File: src/rtl/pipeline_hazard_ctrl_if.sv
// Hazard-control bundle between the core pipeline and the stall/flush controller.
// Pure wiring: no state, no added latency.
// The controller applies backpressure upstream through pc_write and if_id_stall.
interface pipeline_hazard_ctrl_if #(
  parameter int CNT_W = 16
);
  logic [4:0]       id_rs1;
  logic [4:0]       id_rs2;
  logic             id_uses_rs1;
  logic             id_uses_rs2;
  logic [4:0]       ex_rd;
  logic             ex_mem_read;
  logic             ex_branch_taken;
  logic             ex_mdu_start;
  logic             imem_ready;
  logic             pc_write;
  logic             if_id_stall;
  logic             if_id_flush;
  logic             id_ex_flush;
  logic             ex_stall;
  logic [1:0]       ctrl_state;
  logic [CNT_W-1:0] stall_count;

  // Pipeline side: reports hazards, consumes the control decisions.
  modport master (
    output id_rs1, id_rs2, id_uses_rs1, id_uses_rs2, ex_rd, ex_mem_read,
           ex_branch_taken, ex_mdu_start, imem_ready,
    input  pc_write, if_id_stall, if_id_flush, id_ex_flush, ex_stall,
           ctrl_state, stall_count
  );

  // Controller side.
  modport slave (
    input  id_rs1, id_rs2, id_uses_rs1, id_uses_rs2, ex_rd, ex_mem_read,
           ex_branch_taken, ex_mdu_start, imem_ready,
    output pc_write, if_id_stall, if_id_flush, id_ex_flush, ex_stall,
           ctrl_state, stall_count
  );
endinterface

File: src/rtl/pipeline_hazard_ctrl.sv
// Stall/flush controller: boot bubble, load-use, branch redirect, fetch wait, MUL/DIV occupancy.
// Control outputs are combinational in the same cycle; state and counters update on the clock edge.
// Stalls the front end via pc_write/if_id_stall; holds EX via ex_stall while the MDU is busy.
module pipeline_hazard_ctrl #(
  parameter int BOOT_CYCLES = 2,
  parameter int MDU_LATENCY = 32,
  parameter int CNT_W       = 16
) (
  input  logic                   clock,
  input  logic                   reset,
  pipeline_hazard_ctrl_if.slave  hz
);

  localparam int BOOT_W = (BOOT_CYCLES > 1) ? $clog2(BOOT_CYCLES) : 1;
  localparam int MDU_W  = (MDU_LATENCY > 1) ? $clog2(MDU_LATENCY) : 1;
  localparam logic [BOOT_W-1:0] BOOT_INIT = BOOT_W'(BOOT_CYCLES - 1);
  localparam logic [MDU_W-1:0]  MDU_INIT  = MDU_W'(MDU_LATENCY - 1);

  typedef enum logic [1:0] {
    ST_BOOT = 2'b00,
    ST_RUN  = 2'b01,
    ST_MDU  = 2'b10
  } state_t;

  state_t            state_q, state_d;
  logic [BOOT_W-1:0] boot_cnt_q, boot_cnt_d;
  logic [MDU_W-1:0]  mdu_cnt_q, mdu_cnt_d;
  logic [CNT_W-1:0]  stall_count_q;
  logic              load_use;
  logic              pc_write;

  assign load_use = hz.ex_mem_read && (hz.ex_rd != 5'd0) &&
                    ((hz.id_uses_rs1 && (hz.id_rs1 == hz.ex_rd)) ||
                     (hz.id_uses_rs2 && (hz.id_rs2 == hz.ex_rd)));

  // State and occupancy counters; reset abandons any boot or MDU sequence in flight.
  always_ff @(posedge clock) begin
    if (reset) begin
      state_q    <= ST_BOOT;
      boot_cnt_q <= BOOT_INIT;
      mdu_cnt_q  <= '0;
    end else begin
      state_q    <= state_d;
      boot_cnt_q <= boot_cnt_d;
      mdu_cnt_q  <= mdu_cnt_d;
    end
  end

  // Next state: BOOT and MDU leave on the edge where their counter is already zero.
  always_comb begin
    state_d    = state_q;
    boot_cnt_d = boot_cnt_q;
    mdu_cnt_d  = mdu_cnt_q;
    unique case (state_q)
      ST_BOOT: begin
        if (boot_cnt_q == '0) state_d = ST_RUN;
        else                  boot_cnt_d = boot_cnt_q - BOOT_W'(1);
      end
      ST_RUN: begin
        if (hz.ex_mdu_start) begin
          state_d   = ST_MDU;
          mdu_cnt_d = MDU_INIT;
        end
      end
      ST_MDU: begin
        if (mdu_cnt_q == '0) state_d = ST_RUN;
        else                 mdu_cnt_d = mdu_cnt_q - MDU_W'(1);
      end
      default: state_d = ST_BOOT;
    endcase
  end

  // Control outputs; in RUN the hazards are resolved in priority order, MDU start first.
  always_comb begin
    pc_write       = 1'b0;
    hz.if_id_stall = 1'b0;
    hz.if_id_flush = 1'b0;
    hz.id_ex_flush = 1'b0;
    hz.ex_stall    = 1'b0;
    if (reset || state_q == ST_BOOT) begin
      hz.if_id_flush = 1'b1;
      hz.id_ex_flush = 1'b1;
    end else if (state_q == ST_MDU) begin
      hz.if_id_stall = 1'b1;
      hz.ex_stall    = 1'b1;
    end else if (hz.ex_mdu_start) begin
      hz.if_id_stall = 1'b1;
    end else if (hz.ex_branch_taken) begin
      // The ID instruction is wrong-path, so its hazards and fetch wait do not matter.
      pc_write       = 1'b1;
      hz.if_id_flush = 1'b1;
      hz.id_ex_flush = 1'b1;
    end else if (load_use) begin
      hz.if_id_stall = 1'b1;
      hz.id_ex_flush = 1'b1;
    end else if (!hz.imem_ready) begin
      hz.if_id_flush = 1'b1;
    end else begin
      pc_write = 1'b1;
    end
  end

  // Lost-fetch counter: counts PC-hold cycles outside BOOT and saturates at all-ones.
  always_ff @(posedge clock) begin
    if (reset) begin
      stall_count_q <= '0;
    end else if (state_q != ST_BOOT && !pc_write && stall_count_q != '1) begin
      stall_count_q <= stall_count_q + CNT_W'(1);
    end
  end

  assign hz.pc_write    = pc_write;
  assign hz.ctrl_state  = state_q;
  assign hz.stall_count = stall_count_q;

endmodule

File: src/flat_wrapper.sv
// flat-port wrapper written by rule: the top's interface ports become plain ports
module pipeline_hazard_ctrl_flat 
#(
  parameter int BOOT_CYCLES = 2,
  parameter int MDU_LATENCY = 32,
  parameter int CNT_W       = 16
)
  (clock, reset, hz_id_rs1, hz_id_rs2, hz_id_uses_rs1, hz_id_uses_rs2, hz_ex_rd, hz_ex_mem_read, hz_ex_branch_taken, hz_ex_mdu_start, hz_imem_ready, hz_pc_write, hz_if_id_stall, hz_if_id_flush, hz_id_ex_flush, hz_ex_stall, hz_ctrl_state, hz_stall_count);
  pipeline_hazard_ctrl_if #(.CNT_W(CNT_W)) hz_i ();
  input  logic clock;
  input  logic reset;
  input wire logic [$bits(hz_i.id_rs1)-1:0] hz_id_rs1;
  input wire logic [$bits(hz_i.id_rs2)-1:0] hz_id_rs2;
  input wire logic [$bits(hz_i.id_uses_rs1)-1:0] hz_id_uses_rs1;
  input wire logic [$bits(hz_i.id_uses_rs2)-1:0] hz_id_uses_rs2;
  input wire logic [$bits(hz_i.ex_rd)-1:0] hz_ex_rd;
  input wire logic [$bits(hz_i.ex_mem_read)-1:0] hz_ex_mem_read;
  input wire logic [$bits(hz_i.ex_branch_taken)-1:0] hz_ex_branch_taken;
  input wire logic [$bits(hz_i.ex_mdu_start)-1:0] hz_ex_mdu_start;
  input wire logic [$bits(hz_i.imem_ready)-1:0] hz_imem_ready;
  output wire logic [$bits(hz_i.pc_write)-1:0] hz_pc_write;
  output wire logic [$bits(hz_i.if_id_stall)-1:0] hz_if_id_stall;
  output wire logic [$bits(hz_i.if_id_flush)-1:0] hz_if_id_flush;
  output wire logic [$bits(hz_i.id_ex_flush)-1:0] hz_id_ex_flush;
  output wire logic [$bits(hz_i.ex_stall)-1:0] hz_ex_stall;
  output wire logic [$bits(hz_i.ctrl_state)-1:0] hz_ctrl_state;
  output wire logic [$bits(hz_i.stall_count)-1:0] hz_stall_count;
  assign hz_i.id_rs1 = hz_id_rs1;
  assign hz_i.id_rs2 = hz_id_rs2;
  assign hz_i.id_uses_rs1 = hz_id_uses_rs1;
  assign hz_i.id_uses_rs2 = hz_id_uses_rs2;
  assign hz_i.ex_rd = hz_ex_rd;
  assign hz_i.ex_mem_read = hz_ex_mem_read;
  assign hz_i.ex_branch_taken = hz_ex_branch_taken;
  assign hz_i.ex_mdu_start = hz_ex_mdu_start;
  assign hz_i.imem_ready = hz_imem_ready;
  assign hz_pc_write = hz_i.pc_write;
  assign hz_if_id_stall = hz_i.if_id_stall;
  assign hz_if_id_flush = hz_i.if_id_flush;
  assign hz_id_ex_flush = hz_i.id_ex_flush;
  assign hz_ex_stall = hz_i.ex_stall;
  assign hz_ctrl_state = hz_i.ctrl_state;
  assign hz_stall_count = hz_i.stall_count;
  pipeline_hazard_ctrl #(.BOOT_CYCLES(BOOT_CYCLES), .MDU_LATENCY(MDU_LATENCY), .CNT_W(CNT_W)) u_core (.clock(clock), .reset(reset), .hz(hz_i));
endmodule
File: config.mk
export PLATFORM = sky130hd
export DESIGN_NAME = pipeline_hazard_ctrl_flat
export DESIGN_NICKNAME = d
export VERILOG_FILES = /design/src/rtl/pipeline_hazard_ctrl_if.sv /design/src/rtl/pipeline_hazard_ctrl.sv /design/src/flat_wrapper.sv
export SDC_FILE = /design/constraint.sdc
export NUM_CORES = 1
export LEC_CHECK = 0
export ABC_AREA = 1
export ABC_CLOCK_PERIOD_IN_PS = 1900
export CORE_ASPECT_RATIO = 0.5
export CORE_MARGIN = 1
export CORE_UTILIZATION = 40
export DETAILED_ROUTE_END_ITERATION = 10
export DONT_BUFFER_PORTS = 1
export GPL_TIMING_DRIVEN = 0
export PLACE_DENSITY = 0.51
export REMOVE_ABC_BUFFERS = 1
export SLEW_MARGIN = 10
export SYNTH_ARGS = -nofsm -noshare
export SYNTH_HDL_FRONTEND = slang
export SYNTH_SLANG_ARGS = --single-unit
File: constraint.sdc
create_clock -name clock -period 1.9 [get_ports clock]
set_input_delay 0.38 -clock clock [delete_from_list [all_inputs] [get_ports clock]]
set_output_delay 0.38 -clock clock [all_outputs]
set_load 0.1 [all_outputs]
# Yosys cells after proc, flatten, opt, wreduce, memory -nomap -nowiden
# Index checks and enable logic that the tools add are counted.
# word_totals
out_inout_bits,23
ff_bits,24
wordCells,63
inputBits,23
# op_classes
n_reduce_logical,16
add_sub_neg,3
eq_ne,9
mux,31
# ops
op,count
$mux 1,24
$add 16x1->16 const B,1
$ne 16x16->1 const B,1
$eq 5x5->1,2
$mux 5,2
$pmux 5 s2,1
$logic_and 1x1->1,6
$mux 2,3
$ne 2x2->1 const B,3
$pmux 2 s3,1
$reduce_and 3->1,2
$logic_not 5->1,1
$reduce_bool 5->1,1
$sub 5x1->5 const B,1
$reduce_bool 2->1,2
$eq 2x1->1 const B,1
$eq 2x2->1 const B,1
$logic_not 2->1,1
$logic_or 1x1->1,2
$ne 2x1->1 const B,1
$logic_not 1->1,1
$sub 1x1->1 const B,1

# Logic depth before layout (Yosys ltp)
# depth
depth_word,12
ltp_mapped,13
depth_no_buf,12

# Least setup slack after synthesis
# No wires, ideal clock.
# synth_timing
path_type,flip-flop to output port
startpoint,register u_core.state_q[1] (netlist: u_core.hz.ctrl_state[1])
endpoint,output hz_if_id_flush
path_buffers,0
slack_ns,-2.496
arrival_ns,4.016
required_time_ns,1.520
stages_incl_launch_ff,6
cell_sequence,dfxtp_1 > nor2_1 > nor2_2 > inv_1 > a21oi_1 > a31oi_1
# synth_via
elab_chain_cells,3
elab_cells_between_ends,5
cone_classes,eq/ne: 1; mux: 2; reduce/logical: 2
# synth_rtl
element,line,text
from (decl),pipeline_hazard_ctrl.sv:25,"state_t state_q, state_d;"
from (signal assigned),pipeline_hazard_ctrl.sv:43,state_q <= state_d;
$eq 2x2->1 or $logic_not 2->1 (tied branches),"pipeline_hazard_ctrl.sv:83, pipeline_hazard_ctrl.sv:80",
$mux 1 or $logic_or 1x1->1 (tied branches),"pipeline_hazard_ctrl.sv:83, pipeline_hazard_ctrl.sv:80",
$mux 1 (*),pipeline_hazard_ctrl.sv:80,if (reset || state_q == ST_BOOT) begin
to (decl),flat_wrapper.sv:23,output wire logic [$bits(hz_i.if_id_flush)-1:0] hz_if_id_flush;
# Every way passes the cells marked *; elsewhere a longest branch is shown, timed or not.

# Worst setup path in the final report
# layout_timing
startpoint,register u_core.state_q[0] (netlist: u_core.hz.ctrl_state[0])
endpoint,output hz_if_id_flush
# Same word-level chain as after synthesis.

==> flow_metrics.py <==
metrics = {
    "cts": {
        "cts-root-buf": "clkbuf_8",
        "clock_path_buffers": 2,
        "htreeDepth": 1,
        "cts_buffers": 3,
        "cts_sinks": 24,
        "clk_pin_slew_ns": 0.09,
        "clk_latency_ns": 0.27,
        "ctsHoldBuffers": 0,
        "tritoncts": "built",
    },
    "flow_run": {
        "cap_viol_max_count": 0,
    },
    "grt": {
        "grt_antenna_before_repair": 0,
        "grt_pass1_vias": 1659,
        "gr-usage-all-layers": 0.200,
        "overflow": 0,
        "grt_max_degree": 25,
        "grt_pass1_wl_mm": 7.36,
    },
    "cells_and_area": {
        "final_nets": 332,
        "drive_above_1_share": 0.338,
        "area_growth_pct": 31.6,
        "n_fill_cell": 401,
        "fin_area_sq_um": 2350,
        "antenna_cells": 0,
    },
    "sta": {
        "relSlewSlack": 0.484,
        "min_period_over_period": 1.31,
        "rsz0062_at_grt": "yes",
        "final_max_slew_viol_count": 0,
        "setup_tns_ns": -1.02,
        "period_needed_ns": 2.49,
        "setup_ws_ns": -0.586,
        "setup_viol": 7,
        "worst_pin_slew_ns": 0.775,
        "finClkSkew_ns": 0.00375,
        "hold_violations": 0,
        "max_freq_mhz": 402,
    },
    "floorplan": {
        "die_area_sq_um": 4740,
        "dieHeight_um": 49.2,
        "io_pins": 46,
        "num_rows": 16,
        "start_util": 0.437,
        "core_sq_um": 4080,
        "die_x_um": 96.4,
    },
    "power_and_ir_drop": {
        "power.internal_w": 0.000892,
        "total_leakage_power_nw": 1.06,
        "power_frac_clock": 0.216,
        "pwr_density_cell_nw_per_um2": 696,
        "p_total_w": 0.00163,
        "switching_share": 0.454,
        "power_frac_comb": 0.285,
        "vdd_drop_max_uv": 545,
        "p_sw_w": 0.000742,
        "pwr-share-seq": 0.500,
    },
    "critical_path": {
        "max_stage_delay_ns": 0.61,
        "worstPathCellList": "inv_4, a21oi_4, a21oi_4, buf_16, buf_6, a31oi_4",
        "r2r-start": "u_core.hz.ctrl_state[0]$_SDFFE_PP0P_",
        "critPathMaxFanout": 4,
        "cp-start-kind": "register",
        "crit_type": "reg -> out",
        "cpMostUsedCell": "a21oi_4",
        "reg2reg_slack_ns": -0.01,
        "cpMaxStageDelayCell": "a31oi_4",
        "reg2reg_depth": 8,
        "worst_ep_required_time_ns": 1.52,
        "r2r_end": "u_core.mdu_cnt_q[4]$_SDFFE_PP0P_",
        "end_kind": "output pin",
        "crit_arrival_ns": 2.11,
    },
    "route": {
        "drt_pass1_iterations": 4,
        "finalWirelength_mm": 4.80,
        "viasPerCell": 5.07,
        "vias": 1821,
        "dr.first_iter.drc_count": 70,
        "post_drt_wl_per_cell_um": 13.4,
        "postRouteAntennaNets": 0,
        "drc": 0,
    },
    "synthesis": {
        "syn_inst": 286,
        "syn_area_sq_um": 1780,
        "yosys_warnings": 0,
        "syn_area_per_cell_sq_um": 6.23,
        "synthDistinctLibCells": 30,
        "ys_seq_elements": 24,
        "yosys.area.top_type": "dfxtp_1",
        "yosysTopAreaCellShare": 0.269,
        "synth-seq-area-share": 0.269,
        "synthTopCellsByArea": "dfxtp_1, nand2_1, inv_1",
    },
    "place": {
        "io_buffers": 0,
        "hpwl_mm": 3.05,
        "gp_congestion": 0.755,
        "postPlaceCellArea_sq_um": 1850,
    },
    "hold_path": {
        "whs_endpoint": "u_core.hz.stall_count[5]$_SDFFE_PP0P_",
        "worstHoldStart": "reset",
        "hold_path_depth": 1,
        "hold_path.class": "in -> reg",
    },
    "outcome": {
        "violations": "negative setup slack",
        "status": "complete, but fails checks",
    },
}
-- stage by stage --
step	setup slack, ns	hold WS (ns)	util	instances
after CTS	-0.592	0.152	0.531	352
after detailed placement	-1.52	0.431	0.452	336
final	-0.586	0.161	0.574	359
after global routing	-0.648	0.139	0.574	359
after floorplan	-2.50	0.415	-	280
after global placement	-2.66	0.432	0.441	334
-- cells in the mapped netlist (all sizes together) --
library cell	count
buf	4
dfxtp	24
o21ai	2
inv	59
nor2	46
ha	3
nand2	80
a21oi	8
a31oi	3
clkbuf	2
a2111oi	1
nor3	4
nor4	2
a221oi	1
o21a	1
nand4	14
nand3	26
xor2	5
xnor2	1
-- cells in the final DEF (no fill, tap or decap), types with 3 or more instances in the layout --
master	count
nand2_2	6
nand3_4	5
nand3_1	10
dfxtp_4	16
inv_1	45
nor2_4	8
clkbuf_8	4
xor2_1	5
dfxtp_1	6
nand4_1	14
nand2_4	4
buf_6	3
nand3_2	13
a21oi_1	6
nand2_1	70
buf_4	13
inv_2	11
clkinvlp_4	3
nor2_1	37
-- layer usage --
metal | GRT usage | share of wire | vias to the layer above
li1 | - | - | 933
met1 | 0.246 | 0.46 | 837
met2 | 0.344 | 0.45 | 49
met3 | 0.0701 | 0.083 | 2
met4 | 0.0270 | 0.0027 | 0
met5 | 0 | 0 | -
-- cell type report --
type | count | area (sq um) | area share
clock buffer | 4 | 55.1 | 0.0235
inverter | 59 | 231 | 0.0987
multi-input combinational | 199 | 1260 | 0.538
sequential | 24 | 543 | 0.231
tap | 54 | 67.6 | 0.0288
timing repair buffer | 18 | 179 | 0.0763
timing repair inverter | 1 | 7.51 | 0.00320
-- power groups by stage --
stage                     combinational [W]  sequential (W)  clock (W)
final                              0.000465        0.000816   0.000353
after global placement             0.000345        0.000812          0
after floorplan                    0.000304        0.000800          0
after CTS                          0.000435        0.000815   0.000374
after global routing               0.000518        0.000826   0.000396
after detailed placement           0.000367        0.000812          0
-- worst max path at each step --
| stage | from | endpoint | slack, ns | depth (start not counted) |
|---|---|---|---|---|
| after floorplan | u_core.hz.ctrl_state[1]$_SDFFE_PP0P_ | hz_if_id_flush | -2.50 | 5 |
| after global placement | u_core.hz.ctrl_state[1]$_SDFFE_PP0P_ | hz_if_id_flush | -2.66 | 5 |
| after detailed placement | u_core.hz.ctrl_state[0]$_SDFFE_PP0P_ | hz_if_id_flush | -1.52 | 6 |
| after CTS | u_core.hz.ctrl_state[0]$_SDFFE_PP0P_ | hz_if_id_flush | -0.59 | 6 |
| after global routing | u_core.hz.ctrl_state[0]$_SDFFE_PP0P_ | hz_if_id_flush | -0.65 | 6 |
| final | u_core.hz.ctrl_state[0]$_SDFFE_PP0P_ | hz_if_id_flush | -0.59 | 6 |
-- timing repair --
| action | 4_1_cts | 5_1_grt |
|---|---|---|
| endpoints found under the setup margin | 28 | 22 |
| buffers inserted | 11 | 6 |
| resized for setup | 59 | 34 |
| cloned | 1 | 2 |
| pin swaps | 15 | 24 |
-- logic make-up (layout without fill, tap and decap cells) --
logic type	Yosys count	after routing	synth area share
adders and majority gates	3	3	0.0211
AOI/OAI and AO/OA	16	16	0.0561
DFF	24	24	0.269
xor gates and xnor gates	6	6	0.0295
buffers and inverters	65	82	0.151
and+or+nand+nor	172	174	0.473
-- worst max-delay path, delay by kind of cell, from the launching register on --
| family | cells | cell delay [ns] |
|---|---|---|
| AOI/OAI and AO/OA | 3 | 0.87 |
| DFF | 1 | 0.59 |
| buffers and inverters | 3 | 0.37 |
-- sequential cells by signal, summed over array words and instances (netlist names) --
name	cells
u_core.mdu_cnt_q	5
u_core.hz.stall_count	16
u_core.boot_cnt_q	1
u_core.hz.ctrl_state	2
Note: power is estimated with default switching activity, not from simulation.
